<file path="config.mk">
export PLATFORM = sky130hd
export DESIGN_NAME = keypad_scanner
export DESIGN_NICKNAME = d
export VERILOG_FILES = /design/src/rtl/keypad_scanner.sv
export SDC_FILE = /design/constraint.sdc
export NUM_CORES = 1
export LEC_CHECK = 0
export CAP_MARGIN = 20
export CELL_PAD_IN_SITES_DETAIL_PLACEMENT = 0
export CELL_PAD_IN_SITES_GLOBAL_PLACEMENT = 1
export CORE_UTILIZATION = 42
export CTS_BUF_LIST = sky130_fd_sc_hd__clkbuf_2
export CTS_CLUSTER_SIZE = 30
export DETAILED_ROUTE_END_ITERATION = 16
export HOLD_SLACK_MARGIN = 0.06
export PLACE_DENSITY = 0.88
export SYNTH_ARGS = -nofsm -noshare
export SYNTH_HDL_FRONTEND = slang
export SYNTH_SLANG_ARGS = --single-unit
</file>
<file path="constraint.sdc">
create_clock -name clk -period 1.9 [get_ports clk]
set_input_delay 0.19 -clock clk [delete_from_list [all_inputs] [get_ports clk]]
set_output_delay 0.19 -clock clk [all_outputs]
set_load 0.05 [all_outputs]
</file>
<file path="src/rtl/keypad_scanner.sv">
// 4x4 matrix keypad scanner: drives rows one at a time, synchronizes the column
// lines and debounces whole-keypad frames before emitting a one-cycle key strobe.
module keypad_scanner #(
    parameter int unsigned SCAN_DIV = 12000,
    parameter int unsigned DEBOUNCE = 4
) (
    input  logic       clk,
    input  logic       reset_in,
    output logic [3:0] row_out,
    input  logic [3:0] col_in,
    output logic [3:0] key_code,
    output logic       key_pressed,
    output logic       key_held
);

    localparam int unsigned DW = $clog2(SCAN_DIV);
    localparam int unsigned CW = $clog2(DEBOUNCE + 1);
    localparam logic [DW-1:0] DwellLast = DW'(SCAN_DIV - 1);
    localparam logic [CW-1:0] CntDone = CW'(DEBOUNCE);

    typedef enum logic [1:0] {StIdle, StPress, StHeld, StRelease} state_e;

    logic [3:0]    col_meta_q, col_sync_q;
    logic [DW-1:0] dwell_q;
    logic [1:0]    row_q;
    logic          hit_q;
    logic [3:0]    cand_q;
    state_e        state_q, state_d;
    logic [3:0]    pend_q, pend_d;
    logic [CW-1:0] cnt_q, cnt_d, cnt_inc;
    logic [3:0]    key_code_q, key_code_d;
    logic          pressed_q, pressed_d;
    logic          held_q, held_d;

    logic       sample, frame_end, row_hit, frame_hit;
    logic [1:0] col_idx;
    logic [3:0] frame_code;

    assign sample    = (dwell_q == DwellLast);
    assign frame_end = sample && (row_q == 2'd3);
    assign row_hit   = ~&col_sync_q;

    // Lowest-numbered low column wins so multi-key presses resolve to the lowest code.
    always_comb begin
        col_idx = 2'd0;
        if (!col_sync_q[0])      col_idx = 2'd0;
        else if (!col_sync_q[1]) col_idx = 2'd1;
        else if (!col_sync_q[2]) col_idx = 2'd2;
        else if (!col_sync_q[3]) col_idx = 2'd3;
    end

    // Row 3 is sampled on the frame-end cycle itself, so fold it in combinationally.
    assign frame_hit  = hit_q | row_hit;
    assign frame_code = hit_q ? cand_q : {row_q, col_idx};

    always_ff @(posedge clk) begin
        if (reset_in) begin
            col_meta_q <= 4'b1111;
            col_sync_q <= 4'b1111;
            dwell_q    <= '0;
            row_q      <= 2'd0;
            hit_q      <= 1'b0;
            cand_q     <= 4'b0000;
        end else begin
            col_meta_q <= col_in;
            col_sync_q <= col_meta_q;
            if (sample) begin
                dwell_q <= '0;
                row_q   <= row_q + 2'd1;
                if (frame_end) begin
                    hit_q  <= 1'b0;
                    cand_q <= 4'b0000;
                end else if (!hit_q && row_hit) begin
                    hit_q  <= 1'b1;
                    cand_q <= {row_q, col_idx};
                end
            end else begin
                dwell_q <= dwell_q + DW'(1);
            end
        end
    end

    always_comb begin
        state_d    = state_q;
        pend_d     = pend_q;
        cnt_d      = cnt_q;
        key_code_d = key_code_q;
        pressed_d  = 1'b0;
        held_d     = held_q;
        cnt_inc    = cnt_q + CW'(1);
        if (frame_end) begin
            case (state_q)
                StIdle: begin
                    if (frame_hit) begin
                        state_d = StPress;
                        pend_d  = frame_code;
                        cnt_d   = CW'(1);
                    end
                end
                StPress: begin
                    if (!frame_hit) begin
                        state_d = StIdle;
                    end else if (frame_code == pend_q) begin
                        cnt_d = cnt_inc;
                        if (cnt_inc == CntDone) begin
                            state_d    = StHeld;
                            key_code_d = pend_q;
                            pressed_d  = 1'b1;
                            held_d     = 1'b1;
                        end
                    end else begin
                        pend_d = frame_code;
                        cnt_d  = CW'(1);
                    end
                end
                StHeld: begin
                    if (!frame_hit) begin
                        state_d = StRelease;
                        cnt_d   = CW'(1);
                    end
                end
                StRelease: begin
                    if (frame_hit) begin
                        state_d = StHeld;
                    end else begin
                        cnt_d = cnt_inc;
                        if (cnt_inc == CntDone) begin
                            state_d = StIdle;
                            held_d  = 1'b0;
                        end
                    end
                end
                default: state_d = StIdle;
            endcase
        end
    end

    always_ff @(posedge clk) begin
        if (reset_in) begin
            state_q    <= StIdle;
            pend_q     <= 4'b0000;
            cnt_q      <= '0;
            key_code_q <= 4'b0000;
            pressed_q  <= 1'b0;
            held_q     <= 1'b0;
        end else begin
            state_q    <= state_d;
            pend_q     <= pend_d;
            cnt_q      <= cnt_d;
            key_code_q <= key_code_d;
            pressed_q  <= pressed_d;
            held_q     <= held_d;
        end
    end

    assign row_out     = ~(4'b0001 << row_q);
    assign key_code    = key_code_q;
    assign key_pressed = pressed_q;
    assign key_held    = held_q;

endmodule

</file>
==> flow_summary.yaml, run 1 <==
drt:
  drt-wirelength-per-cell_um: 12.7
  routed_via_density: 5.07
  vias: 1769
  wl_mm: 4.44
  ant_nets: 0
  number_of_remaining_drc_errors: 0
  detail_route.iter0.violations: 119
  total_iterations_of_the_first_detailed_routing_run: 4
setup_path:
  cp_data_required_time_ns: 2.23
  arrival_ns: 2.31
  critPathKind: "flop to flop"
  cp_max_fo: 4
  critical_path.endpoint_type: "flop"
  crit_path_start_kind: "flop"
timing:
  finalSetupViolations: 6
  final_max_slew_viol_count: 0
  worst_slew_pin_slew_ns: 0.498
  rsz_0062_raised_after_global_routing: "true"
  hold_viol_final: 0
  max_clock_freq_ghz: 0.505
  part_of_the_cycle_the_worst_path_needs_pct: 104
  worst_clock_skew_ns: 0.0133
  timing.final.ws_setup_ns: -0.0813
  min_period_ns: 1.98
  relative_slew_margins_pct: 66.7
grt:
  grt_start_max_net_pins: 17
  antenna_found_initial: 0
  grt_pass1_vias: 1676
  grt_pass1_wl_mm: 7.41
  global_route.usage.total_pct: 17.9
  gr-total-overflow: 0
synth:
  synth-warning-count: 0
  synth_cells: 235
  asyncSetResetFlopFracSynth_pct: 0
  synth.yosys.seq_area_share_pct: 41.7
  dominantRegCellSynth: "sky130_fd_sc_hd__dfxtp_1"
  synth.largest_area_cell: "sky130_fd_sc_hd__dfxtp_1"
  synth_seq_cells: 44
  syn_area_mm2: 0.00211
  synth_edf_count: 0
  syn-num-nets: 248
  unique_cell_type_count_in_the_yosys_netlist: 44
  yosys-top-cells-area: "sky130_fd_sc_hd__dfxtp_1 (42%), sky130_fd_sc_hd__mux2i_1 (4.7%), sky130_fd_sc_hd__nor2_1 (4.4%)"
  synth_largest_type_area_fraction_pct: 41.7
  postSynthAreaPerCell_um2: 9.00
floorplan:
  initial_core_util_pct: 44.2
  die_width_um: 73.0
  num_rows: 25
  design.die.area_mm2: 0.00532
  i_o_pin_total: 16
  chipHeight_um: 73.0
  coreArea_mm2: 0.00479
run_status:
  failed_checks: "negative setup slack"
  outcome: "complete, but fails checks"
clock_network:
  cts.sink_count: 44
  clockRootBuffer: "sky130_fd_sc_hd__clkbuf_2"
  insertion_delay_ns: 0.41
  clkSlewWorstSetupHoldPaths_ns: 0.24
  clock_tree_from_tritoncts: "yes"
  cts-buffers-inserted: 5
  cts_buffer_depth: 2
  h_tree_depth: 2
power_and_ir_drop:
  leakage_nw: 1.01
  power_density_mw_per_mm2: 590
  pwr-share-comb_pct: 6.6
  power.share.clock_pct: 34.3
  vdd.ir_drop.worst_uv: 495
  net-switching-power_w: 0.000390
  sequentialPowerShare_pct: 59.1
  power_report.internal_total_w: 0.00122
  net_switching_share_of_the_total_power_pct: 24.3
worst_hold_path:
  hold_path.class: "primary input to flop"
place:
  globalplace.congestion: 0.811
  dpl.cell_count: 338
  post-dp-hpwl_mm: 3.23
  pre_cts_slack_ns: -0.0806
  io_buffers: 15
final_layout:
  area.growth.synth_to_final_pct: 28.6
  fin_nets: 294
  antenna-diode-count: 0
  post_route_cells_drive_above_1_share_pct: 29.1
  layout.cells.most_common_list: "sky130_fd_sc_hd__buf_4 (40), sky130_fd_sc_hd__dfxtp_1 (39), sky130_fd_sc_hd__nor2_1 (25), sky130_fd_sc_hd__inv_1 (18), sky130_fd_sc_hd__nand2_1 (16)"
  stdcell_count: 349
  final_common_cell: "sky130_fd_sc_hd__buf_4"
flow_run:
  timing.max_cap.violations: 0
[metrics by stage]
step                      util (%)  hold WS, ns  total power, W  instance area, um^2  setup TNS, ns
after floorplan                  -        0.294         0.00103                 2140        -0.0954
after global placement        53.6        0.394         0.00107                 2570        -0.0858
after detailed placement      53.6        0.394         0.00107                 2570         -0.269
after CTS                     55.7        0.298         0.00162                 2670         -0.240
after global routing          56.8        0.279         0.00167                 2720          -1.02
final                         56.8        0.315         0.00160                 2720         -0.291
[layout make-up]
type                            instances  area, um^2
Clock buffer                            5        25.0
Clock inverter                          3        46.3
Fill cell                             419        2070
Inverter                               18        67.6
Multi-Input combinational cell        161        1200
Sequential cell                        44         887
Tap cell                               67        83.8
Timing Repair Buffer                   51         410
[timing repair]
item                       CTS  global route
pin swaps                    3             5
cloned                       0             0
setup buffers                0             3
setup endpoints to repair   10            19
gates resized for setup      7             7
hold buffers                 0             0
[metal layers]
layer	wire length [um]	global-route usage (%)
met5	0	0
met4	61	5.88
met3	121	3.73
met1	2270	23.7
met2	1990	29.0
[Yosys cell counts, types with 3 or more instances]
cell type and count:
sky130_fd_sc_hd__dfxtp_1 44, sky130_fd_sc_hd__nor2_1 25, sky130_fd_sc_hd__inv_1 18, sky130_fd_sc_hd__nand2_1 16, sky130_fd_sc_hd__nand4_1 12, sky130_fd_sc_hd__mux2i_1 10
sky130_fd_sc_hd__clkbuf_1 9, sky130_fd_sc_hd__or2_2 9, sky130_fd_sc_hd__xnor2_1 9, sky130_fd_sc_hd__a21oi_1 7, sky130_fd_sc_hd__ha_1 7, sky130_fd_sc_hd__o21ai_0 7
sky130_fd_sc_hd__xor2_1 6, sky130_fd_sc_hd__a32oi_1 4, sky130_fd_sc_hd__nand3_1 4, sky130_fd_sc_hd__a211oi_1 3, sky130_fd_sc_hd__a22oi_1 3, sky130_fd_sc_hd__and4_1 3
sky130_fd_sc_hd__nand2b_1 3, sky130_fd_sc_hd__or3_1 3
[worst paths after layout]
| kind | start | endpoint | slack (ns) | cells past startpoint |
|---|---|---|---|---|
| min reg2reg | col_meta_q[2]$_SDFF_PP1_ | col_sync_q[2]$_SDFF_PP1_ | 0.44 | 1 |
| max reg2reg | dwell_q[1]$_SDFF_PP0_ | cnt_q[2]$_SDFFE_PP0P_ | -0.08 | 6 |
| max | dwell_q[1]$_SDFF_PP0_ | cnt_q[2]$_SDFFE_PP0P_ | -0.08 | 6 |
| min | col_in[2] | col_meta_q[2]$_SDFF_PP1_ | 0.31 | 2 |
[registers in the layout (all words and copies together) (netlist names), 2 cells and up, named ones only]
register / cells
cnt_q: 3
pend_q: 4
col_meta_q: 4
col_sync_q: 4
cand_q: 4
row_q: 2
dwell_q: 14
key_code: 4
[cell families after synthesis]
kind of cell,share of synthesized area (%)
compound gates,11.8
simple gates,25.9
mux,4.73
fa+ha+maj,4.14
flops,41.7
xor+xnor,6.21
buf+inv,5.56
[worst max-delay path, stage by stage, from the launching register on]
cell and delay [ns]:
sky130_fd_sc_hd__dfxtp_2 0.41, sky130_fd_sc_hd__ha_4 0.15, sky130_fd_sc_hd__nand4_4 0.10, sky130_fd_sc_hd__or4_4 0.55, sky130_fd_sc_hd__nor3_2 0.23, sky130_fd_sc_hd__nand4_1 0.22, sky130_fd_sc_hd__o31ai_2 0.25
[power groups by stage]
| stage | Combinational (W) | Clock (W) | Sequential, W |
|---|---|---|---|
| floorplan | 0.0000591 | 0 | 0.000966 |
| global placement | 0.000101 | 0 | 0.000966 |
| detailed placement | 0.000103 | 0 | 0.000966 |
| CTS | 0.000105 | 0.000565 | 0.000948 |
| global route | 0.000117 | 0.000602 | 0.000951 |
| finish | 0.000106 | 0.000550 | 0.000948 |
No activity file was read; power rests on OpenSTA's default activity.
==> inputs of run 2 (changes only) <==
CORE_MARGIN = 4   (was not set)
==> flow_summary.yaml, run 2 (synthesis results as in run 1) <==
final_layout:
  largest_reg_flops: 14
  final_common_cell: "sky130_fd_sc_hd__buf_4"
  post_route_cells_drive_above_1_share_pct: 29.1
  antenna-diode-count: 0
  layout.filler_cells: 436
  layout.cells.most_common_list: "sky130_fd_sc_hd__buf_4 (43), sky130_fd_sc_hd__dfxtp_1 (39), sky130_fd_sc_hd__nor2_1 (25), sky130_fd_sc_hd__inv_1 (18), sky130_fd_sc_hd__nand2_1 (16)"
  fin_nets: 298
  largest-register: "dwell_q"
  area.growth.synth_to_final_pct: 29.8
  finish.instance_area_mm2: 0.00274
floorplan:
  num_rows: 25
  die_width_um: 79.0
  i_o_pin_total: 16
  design.die.area_mm2: 0.00623
  chipHeight_um: 79.0
  initial_core_util_pct: 44.2
  coreArea_mm2: 0.00479
grt:
  grt_pass1_vias: 1701
  grt_pass1_wl_mm: 7.53
  gr-total-overflow: 0
  global_route.usage.total_pct: 15.1
  antenna_found_initial: 0
  grt_start_max_net_pins: 18
setup_path:
  crit_path_start_kind: "flop"
  arrival_ns: 2.29
  critPathKind: "flop to flop"
  worst_r2r_endpoint: "cnt_q[1]$_SDFFE_PP0P_"
  rrSetupSlack_ns: -0.03
  worstSetupStartpoint: "row_q[1]$_SDFFE_PP0P_"
  crit_end: "cnt_q[1]$_SDFFE_PP0P_"
  critical_path.endpoint_type: "flop"
  regToRegStartpoint: "row_q[1]$_SDFFE_PP0P_"
  cp_max_fo: 2
  cp_data_required_time_ns: 2.26
  reg2reg_depth: 8
run_status:
  failed_checks: "negative setup slack"
  outcome: "complete, but fails checks"
timing:
  worst_clock_skew_ns: 0.0119
  worst_slew_pin_slew_ns: 0.498
  relative_slew_margins_pct: 66.7
  hold_viol_final: 0
  finalSetupViolations: 5
  max_clock_freq_ghz: 0.517
  part_of_the_cycle_the_worst_path_needs_pct: 102
  min_period_ns: 1.93
  final_max_slew_viol_count: 0
  timing.final.ws_setup_ns: -0.0349
  rsz_0062_raised_after_global_routing: "true"
  setup_total_negative_slack_ns: -0.0665
place:
  globalplace.congestion: 0.847
  post-dp-hpwl_mm: 3.18
  io_buffers: 15
  post_dp_cell_area_mm2: 0.00256
drt:
  routed_via_density: 5.18
  wl_mm: 4.35
  ant_nets: 0
  vias: 1823
  detail_route.iter0.violations: 133
  total_iterations_of_the_first_detailed_routing_run: 4
  drt-wirelength-per-cell_um: 12.3
  number_of_remaining_drc_errors: 0
worst_hold_path:
  hold_path.class: "primary input to flop"
clock_network:
  insertion_delay_ns: 0.41
  h_tree_depth: 2
  cts-buffers-inserted: 5
  clockRootBuffer: "sky130_fd_sc_hd__clkbuf_2"
  cts_buffer_depth: 2
  hold_buffers: 0
  clock_tree_from_tritoncts: "yes"
  clkSlewWorstSetupHoldPaths_ns: 0.19
  cts.sink_count: 44
power_and_ir_drop:
  vdd.ir_drop.worst_uv: 308
  leakage_nw: 1.02
  power_density_mw_per_mm2: 516
flow_run:
  timing.max_cap.violations: 0
## run 2: changes by cell type in the layout (fill, tap and decap cells not counted), sizes merged
cell	before	now
clkinv	0	2
inv	19	18
bufinv	1	0
buf	40	44
clkinvlp	1	0
## run 2: report_power, final
group          switching (W)  leakage [nW]  total, W  internal [W]
Sequential        0.00000923         0.359  0.000946      0.000937
Combinational      0.0000580         0.636  0.000110     0.0000519
Clock               0.000283        0.0239  0.000359     0.0000758
## run 2: what timing repair did
item | CTS | global route
buffers inserted | 3 | 5
endpoints found under the hold margin | 0 | 0
setup endpoints to repair | 12 | 21
pin swaps | 7 | 9
resized for setup | 9 | 9
## run 2: cell type report
class                           count  area (um^2)  share of cell area, %
Clock buffer                        5         25.0                  0.912
Clock inverter                      2         7.51                  0.274
Inverter                           18         67.6                   2.46
Multi-Input combinational cell    161         1230                   44.7
Sequential cell                    44          890                   32.4
Tap cell                           67         83.8                   3.06
Timing Repair Buffer               55          444                   16.2
## run 2: worst min-delay path by stage
| stage | to | slack, ns | start | cells after the start |
|---|---|---|---|---|
| 2_1_floorplan | col_meta_q[0]$_SDFF_PP1_ | 0.29 | col_in[0] | 1 |
| 3_3_place_gp | col_sync_q[3]$_SDFF_PP1_ | 0.39 | col_meta_q[3]$_SDFF_PP1_ | 1 |
| 3_5_place_dp | col_sync_q[0]$_SDFF_PP1_ | 0.40 | col_meta_q[0]$_SDFF_PP1_ | 1 |
| 4_1_cts | col_meta_q[1]$_SDFF_PP1_ | 0.31 | col_in[1] | 2 |
| 5_1_grt | col_meta_q[1]$_SDFF_PP1_ | 0.31 | col_in[1] | 2 |
| 6_report | col_meta_q[3]$_SDFF_PP1_ | 0.33 | col_in[3] | 2 |
## run 2: metal layers
| layer | vias to the layer above | part of all wire, % | wire, um | track usage, % |
|---|---|---|---|---|
| met5 | - | 0 | 0 | 0 |
| met4 | 0 | 2.1 | 90 | 6.87 |
| met3 | 8 | 3.7 | 160 | 3.74 |
| met2 | 29 | 47 | 2030 | 24.5 |
| met1 | 862 | 48 | 2070 | 18.8 |
| li1 | 924 | - | - | - |
## run 2: worst max-delay path, cell delays in order (launching register included)
cell                       delay [ns]
sky130_fd_sc_hd__dfxtp_2         0.39
sky130_fd_sc_hd__ha_4            0.15
sky130_fd_sc_hd__nand2b_4        0.05
sky130_fd_sc_hd__or4_4           0.57
sky130_fd_sc_hd__buf_6           0.15
sky130_fd_sc_hd__nor3_4          0.13
sky130_fd_sc_hd__nand4_1         0.17
sky130_fd_sc_hd__buf_4           0.19
sky130_fd_sc_hd__o21ai_2         0.09
## run 2: through the flow
step	setup slack, ns	instances	power [W]	util, %	hold WS [ns]
final	-0.0349	352	0.00141	57.3	0.326
after detailed placement	-0.118	337	0.00107	53.5	0.401
after global placement	-0.0703	337	0.00106	53.5	0.392
after global routing	-0.176	352	0.00147	57.3	0.312
after CTS	-0.111	347	0.00142	55.5	0.310
after floorplan	-0.0318	235	0.00103	-	0.294
==> RTL change, RTL diff (settings of run 1) <==
The parameter `DEBOUNCE` goes from 4 to 8.
--- a/src/rtl/keypad_scanner.sv
+++ b/src/rtl/keypad_scanner.sv
@@ -3,5 +3,5 @@
 module keypad_scanner #(
     parameter int unsigned SCAN_DIV = 12000,
-    parameter int unsigned DEBOUNCE = 4
+    parameter int unsigned DEBOUNCE = 8
 ) (
     input  logic       clk,
Behaviour: same outputs for any inputs over 10 cycles, from zero or initial values and one cycle with reset_in high; that may be too few to reach the edited logic, so the function may still have changed.
==> RTL change against run 1 <==
- power grew 1.7%
- sequential cell count grew 1
- wire length shrank 2.1%
- fmax grew 7.0%
- worst setup slack gained 0.13 ns
- via count grew 1.4%
- area after synthesis shrank 0.18%
- final area grew 1.2%
- die area shrank 0.18%
- critical path type unchanged
- critical endpoint is now state_q[0]
- largest cell class unchanged
==> RTL change: results (changes against run 1) <==
* Power per Cell Area: 593 mW/mm^2 (was 590 mW/mm^2)
- Fill cell count: 436 (was 419)
- Outcome: complete, no violations (was finished with violations).
- The clock transition at the registers of the reported paths is 0.22 ns (was 0.24 ns).
* Clock-cell share of area: 2.41% (was 2.62%)
- The global-route wire length before repair came to 7020 um (was 7410 um).
- Number of cell instances on the worst register-to-register path: 8 (was 6)
- Final-layout non-clock buffer area share: 16.0% (was 15.1%)
* Delay contributed by the slowest stage of the critical path: 0.38 ns (was 0.55 ns)
* Cell at the slowest stage of the critical path: dfxtp_2 (was or4_4)
- Max transition margin: 67.2% (was 66.7%)
* Switching power: 0.000388 W (was 0.000390 W)
- Pleak: 1.14 nW (was 1.01 nW)
- The final worst-path setup slack came to 0.0479 ns (was -0.0813 ns).
* Post-synthesis cell type count: 47 (was 44)
- Post-CTS setup buffer count: 1 (was 0)
- Largest cells by area after synthesis: dfxtp_1 (43%), xor2_1 (5.4%), nor2_1 (5.2%) (was dfxtp_1 (42%), mux2i_1 (4.7%), nor2_1 (4.4%))
- Worst voltage drop across the vdd grid: 0.000385 V (was 0.000495 V)
- Portion of the post-synthesis area used by sequential elements: 42.7% (was 41.7%)
- Clock Sinks: 45 (was 44)
- Global routing usage summed across all routing layers: 17.2% (was 17.9%)
- Reg-to-Reg End: state_q[0] (was cnt_q[2])
- The global placement routability congestion came to 0.827 (was 0.811).
- Commonest cells in the netlist: dfxtp_1 (45), nor2_1 (29), nand2_1 (26), xor2_1 (13), inv_1 (11) (was dfxtp_1 (44), nor2_1 (25), inv_1 (18), nand2_1 (16), nand4_1 (12)).
- Worst flop-to-flop path startpoint: col_sync_q[2] (was dwell_q[1])
[RTL change: cell count changes after synthesis, sizes merged, moves of 4 or more]
| cell | change |
|---|---|
| and3 | +6 |
| nand3 | +4 |
| nand2 | +11 |
| inv | -7 |
| xnor2 | -4 |
| nor2 | +4 |
| nand4 | -9 |
| xor2 | +7 |
| a32oi | -4 |
| and2 | +5 |
| clkbuf | -4 |
[RTL change: how the worst min path moves through the flow]
stage	from	end	slack [ns]	depth (start not counted)
after floorplan	col_in[0]	col_meta_q[0]	0.29	1
after global placement	col_meta_q[0]	col_sync_q[0]	0.39	1
after detailed placement	col_meta_q[2]	col_sync_q[2]	0.39	1
after CTS	col_in[2]	col_meta_q[2]	0.29	2
after global routing	col_in[1]	col_meta_q[1]	0.26	2
final	col_in[2]	col_meta_q[2]	0.31	2
[RTL change: per-layer routing]
layer | part of all wire (%) | track usage, %
met1 | 48 | 22.9
met2 | 46 | 26.6
met3 | 4.4 | 5.94
met4 | 1.1 | 5.01
met5 | 0 | 0
[RTL change: cell families after synthesis]
logic type                 share of synthesized area, %
adders and majority gates                          3.56
buffers and inverters                              4.68
DFF                                                42.7
muxes                                              4.74
AOI/OAI and AO/OA                                  11.0
and+or+nand+nor                                    25.9
xor gates and xnor gates                           7.47
[RTL change: metrics by stage]
| step | cells | hold slack (ns) | setup TNS [ns] |
|---|---|---|---|
| 2_1_floorplan | 236 | 0.294 | 0 |
| 3_3_place_gp | 339 | 0.392 | -0.131 |
| 3_5_place_dp | 339 | 0.394 | -0.550 |
| 4_1_cts | 348 | 0.294 | -0.0965 |
| 5_1_grt | 356 | 0.264 | -0.454 |
| 6_report | 356 | 0.312 | 0 |
